**src/rtl/kfpga_cfg_pkg.sv**
```systemverilog
// Shared definitions for the logic-column configuration loader:
// FSM state encoding, default widths and the stream word-count helper.
package kfpga_cfg_pkg;

    typedef enum logic [2:0] {
        ST_IDLE,
        ST_LOAD,
        ST_CHECK,
        ST_COMMIT,
        ST_DONE,
        ST_ERROR
    } state_t;

    localparam int CONFIG_W_DEFAULT = 582;
    localparam int WORD_W_DEFAULT   = 32;

    // Number of stream words needed to cover config_w bits (ceiling division).
    function automatic int calc_nw(input int config_w, input int word_w);
        return (config_w + word_w - 1) / word_w;
    endfunction

    localparam int NW_DEFAULT = calc_nw(CONFIG_W_DEFAULT, WORD_W_DEFAULT);

endpackage

```
**src/rtl/column_config_loader.sv**
```systemverilog
// Logic-column configuration loader. Collects NW stream words into a shadow
// register and commits them to config_out in a single edge, releasing the
// column reset on that same edge so the column never sees a partial image.
// Optional build macro COLUMN_CFG_CHECKSUM_EN: after the last data word one
// extra word is accepted and must equal the XOR of all data words, otherwise
// the load is rejected (ERROR) and the old configuration is kept.
module column_config_loader
    import kfpga_cfg_pkg::*;
#(
    parameter int CONFIG_W = CONFIG_W_DEFAULT,
    parameter int WORD_W   = WORD_W_DEFAULT
) (
    input  logic                clock,
    input  logic                nreset,
    input  logic                start,
    input  logic [WORD_W-1:0]   cfg_data,
    input  logic                cfg_valid,
    output logic                cfg_ready,
    output logic [CONFIG_W-1:0] config_out,
    output logic                column_nreset,
    output logic                busy,
    output logic                done,
    output logic                error
);

    localparam int NW    = calc_nw(CONFIG_W, WORD_W);
    localparam int CNT_W = (NW > 1) ? $clog2(NW) : 1;
    localparam int IDX_W = (CONFIG_W > 1) ? $clog2(CONFIG_W) : 1;
    localparam logic [CNT_W-1:0] LAST_WORD = CNT_W'(NW - 1);

    state_t              state;
    state_t              state_nxt;
    logic [CNT_W-1:0]    word_cnt;
    logic [CONFIG_W-1:0] shadow;
    logic [CONFIG_W-1:0] shadow_nxt;
    logic                xfer;
    logic                load_start;
    logic                data_xfer;
`ifdef COLUMN_CFG_CHECKSUM_EN
    logic [WORD_W-1:0]   csum;
`endif

    assign cfg_ready     = (state == ST_LOAD) || (state == ST_CHECK);
    assign xfer          = cfg_valid && cfg_ready;
    assign data_xfer     = xfer && (state == ST_LOAD);
    assign load_start    = (state != ST_LOAD) && (state_nxt == ST_LOAD);
    assign busy          = (state == ST_LOAD) || (state == ST_CHECK) || (state == ST_COMMIT);
    assign done          = (state == ST_DONE);
    // The column leaves reset exactly when the committed image is presented.
    assign column_nreset = (state == ST_DONE);
`ifdef COLUMN_CFG_CHECKSUM_EN
    assign error         = (state == ST_ERROR);
`else
    assign error         = 1'b0;
`endif

    // State register.
    always_ff @(posedge clock) begin
        if (!nreset) begin
            state <= ST_IDLE;
        end else begin
            state <= state_nxt;
        end
    end

    // Next-state logic; start is only honoured outside an active load.
    always_comb begin
        state_nxt = state;
        case (state)
            ST_IDLE, ST_DONE: begin
                if (start) state_nxt = ST_LOAD;
            end
            ST_LOAD: begin
                if (xfer && (word_cnt == LAST_WORD)) begin
`ifdef COLUMN_CFG_CHECKSUM_EN
                    state_nxt = ST_CHECK;
`else
                    state_nxt = ST_COMMIT;
`endif
                end
            end
`ifdef COLUMN_CFG_CHECKSUM_EN
            ST_CHECK: begin
                if (xfer) state_nxt = (cfg_data == csum) ? ST_COMMIT : ST_ERROR;
            end
            ST_ERROR: begin
                if (start) state_nxt = ST_LOAD;
            end
`endif
            ST_COMMIT: begin
                state_nxt = ST_DONE;
            end
            default: begin
                state_nxt = ST_IDLE;
            end
        endcase
    end

    // Merge the incoming word into the shadow image; bits past CONFIG_W are dropped.
    always_comb begin
        shadow_nxt = shadow;
        if (data_xfer) begin
            for (int i = 0; i < WORD_W; i++) begin
                if ((int'(word_cnt) * WORD_W + i) < CONFIG_W) begin
                    shadow_nxt[IDX_W'(int'(word_cnt) * WORD_W + i)] = cfg_data[i];
                end
            end
        end
    end

    // Shadow register and word counter; the counter moves only on data transfers.
    always_ff @(posedge clock) begin
        if (!nreset) begin
            shadow   <= '0;
            word_cnt <= '0;
        end else begin
            shadow <= shadow_nxt;
            if (load_start) begin
                word_cnt <= '0;
            end else if (data_xfer) begin
                word_cnt <= word_cnt + 1'b1;
            end
        end
    end

`ifdef COLUMN_CFG_CHECKSUM_EN
    // Running XOR of the data words, compared against the trailing checksum word.
    always_ff @(posedge clock) begin
        if (!nreset) begin
            csum <= '0;
        end else if (load_start) begin
            csum <= '0;
        end else if (data_xfer) begin
            csum <= csum ^ cfg_data;
        end
    end
`endif

    // Active configuration changes only on the commit edge.
    always_ff @(posedge clock) begin
        if (!nreset) begin
            config_out <= '0;
        end else if (state == ST_COMMIT) begin
            config_out <= shadow;
        end
    end

endmodule

```
**config.mk**
```make
export PLATFORM = sky130hd
export DESIGN_NAME = column_config_loader
export DESIGN_NICKNAME = d
export VERILOG_FILES = /design/src/rtl/kfpga_cfg_pkg.sv /design/src/rtl/column_config_loader.sv
export SDC_FILE = /design/constraint.sdc
export NUM_CORES = 2
export LEC_CHECK = 0
export ABC_AREA = 1
export BUFFER_PORTS_ARGS = -buffer_cell sky130_fd_sc_hd__buf_4
export CORE_MARGIN = 2
export CORE_UTILIZATION = 54
export CTS_BUF_LIST = sky130_fd_sc_hd__clkbuf_4 sky130_fd_sc_hd__clkbuf_8 sky130_fd_sc_hd__clkbuf_16
export DETAILED_ROUTE_END_ITERATION = 12
export PLACE_DENSITY = 0.83
export SLEW_MARGIN = 10
export SYNTH_ARGS = -nofsm -noshare
export SYNTH_HDL_FRONTEND = slang
export SYNTH_SLANG_ARGS = --single-unit
```
**constraint.sdc**
```tcl
create_clock -name clock -period 2.3 [get_ports clock]
set_clock_uncertainty 0.15 [all_clocks]
set_input_delay 0.115 -clock clock [delete_from_list [all_inputs] [get_ports clock]]
set_output_delay 0.115 -clock clock [all_outputs]
set_load 0.005 [all_outputs]
```
==> metrics <==
GR Util All Layers roughly a third; worst r2r src word_cnt[1]; placed inst area 45900 sq um; core area ~74000 sq um; port buffer count between 600 and 700; Post-Place Worst Slack between 150 and 200 ps; Critical Path RT 2740 ps; CTS sink count approximately 1200; Setup TNS 0 ps; CP arrival 2580 ps; RePlAce Congestion around 0.84; Fin. Hold Viols 0; clk buf depth 3; Mapped Area ~40000 sq um; worst hold start start; num rows 100; startpoint types flip-flop; Post-synth EDFFs 0; largest net degree at the start of global routing between 150 and 200; period utilization slightly above 90%; Max Clock Freq roughly 470 MHz; CTS Buf Count 111; Mapped Nets 5262; most frequent cells after synthesis nor2_1, dfxtp_1, o21ai_0; CP max FO 34; drt total wl 131000 um; proportion of layout cells with a drive suffix above 1 16.4%; status complete, no violations; RSZ-0062 raised after global routing no; maxcap violations 0; crit path kind reg -> reg; Pins Over Slew Limit 0; endpoint type of the worst setup path flip-flop; met2 Use GR between 50 and 60%; Reg-to-Reg End shadow[353]; Final Core Density between 60% and 70%; drt drc 0; async set-reset flop share out of synthesis 0%; Routed Antenna Nets 0; CTS Root Cell clkbuf_16; Synth-to-Final Area Change 23.5%; Mapped Avg Cell Area 7.78 sq um; met3 usage between 7 and 8%; Synth area leaders dfxtp_1, nor2_1, o21ai_0; Yosys top cell area share between 50% and 60%; antenna violations before repair 9; power per cell area approximately 800 nW/um^2; H-tree lvl count 3; hold endpoint state[0]; wire per inst around 19 um; met1 usage ~41%; most common cell in the netlist nor2_1; vias per inst around 5.6; worst hold path class in -> reg; CTS clk-pin slew, worst paths about 60 ps; die area just under 80000 sq um; Slew headroom between 50% and 60%; GRT Max-Usage Layer met2; via count 37680; first-pass GRT wire length a little under 200000 um; sequential area share after synthesis between 50 and 60%; Slew @ Worst Pin around 750 ps; Peak VDD IR approximately 0.67 mV; clk_lat worst skew 670 ps; final setup violation count 0; Hold WS 235 ps; Starting Density between 50% and 60%; hold path depth 4; Leak between 20 and 25 nW; CTS tree built; min Tclk post-route approximately 2100 ps; cells after synthesis approximately 5200; Setup WS post-layout between 150 and 200 ps; Worst R2R Path Depth 9; post-route design area 50200 sq um; DRT iter0 DRCs between 5000 and 6000; Worst R2R Setup Slack about 160 ps; number of global-route vias before repair around 34000; leading area contributor after synthesis dfxtp_1; Ports between 600 and 700; DR pass1 iterations 6; Die Y-Extent 278 um; FF+latch count, synth between 1000 and 1500; total gr overflow 0; Yosys cell types 21; hpwl dp 78400 um; Ys Warns 0; Top FF cell, synth dfxtp_1; Die X between 200 and 300 um; nets 5705
==> how the worst max path moves through the flow <==
stage | start | to | slack (ps) | cells past startpoint
2_1_floorplan | word_cnt[1] | shadow[501] | 500 | 7
3_3_place_gp | word_cnt[1] | shadow[354] | 230 | 9
3_5_place_dp | word_cnt[1] | shadow[364] | 150 | 7
4_1_cts | state[0] | column_nreset | 30 | 4
5_1_grt | word_cnt[1] | shadow[354] | 30 | 9
6_report | word_cnt[1] | shadow[353] | 160 | 9
==> final cells by class <==
class,instances,area [sq um]
Fill cell,5673,24300
Sequential cell,1172,23500
Multi-Input combinational cell,3436,14800
Timing Repair Buffer,741,6100
Clock buffer,161,3320
Tap cell,969,1210
Inverter,203,769
Clock inverter,42,513
Antenna cell,8,20.0
==> sequential cells by signal (all words and copies together), names as in the netlist <==
| signal | count |
|---|---|
| state | 3 |
| shadow | 582 |
| word_cnt | 5 |
| config_out | 582 |
==> power breakdown <==
part	switching [mW]	internal, mW
logic	0.889	0.272
registers	0.0257	20.3
clock network	7.88	11.0
total	8.79	31.6
==> cells by family (layout without fill, tap and decap cells) <==
family | after synthesis | in the layout | synth area share, %
other | 1 | 9 | 0.00923
AND/OR/NAND/NOR | 2312 | 2312 | 22.3
flip-flops | 1172 | 1172 | 57.7
AO/OA/AOI/OAI | 1119 | 1119 | 13.8
buffers and inverters | 614 | 1147 | 6.02
adder cells (fa/ha/maj) | 4 | 4 | 0.123
==> worst max-delay path, stage by stage (launching register included) <==
cell     delay [ps]
dfxtp_1         490
ha_1            240
inv_1           130
nor2_2          150
buf_4           170
buf_6           260
nand3_1         230
nand2_1         110
inv_1            50
nor2_1           90
==> cell usage in the layout, fill, tap and decap left out, drive strengths merged <==
cell type    Yosys  final
a21oi          180    180
buf            104    706
bufinv           0      8
clkbuf         307    161
clkinv           2     27
clkinvlp         0      5
conb             1      1
dfxtp         1172   1172
diode            0      8
dlygate4sd3      0     35
ha               4      4
inv            201    205
nand2          329    329
nand3           21     21
nand4          118    118
nor2          1844   1844
o21ai          939    939
==> stage by stage <==
stage / power [mW] / instances
floorplan: 21.4 / 5222
finish: 40.4 / 6732
CTS: 40.4 / 6724
detailed placement: 21.9 / 6486
global placement: 21.9 / 6486
global route: 41.3 / 6726
==> what timing repair did <==
item                       CTS  global route
hold buffers                35             0
hold endpoints to repair   658             0
setup buffers                0             0
resized for setup            0             3
setup endpoints to repair    0             9
==> layer usage <==
metal  vias to the layer above  share of wire (%)
met5                         -                  0
met3                       437                 11
met1                     17465                 38
li1                      17553                  -
met2                      2225                 45
met4                         0                5.8
(Power assumes the default switching activity.)
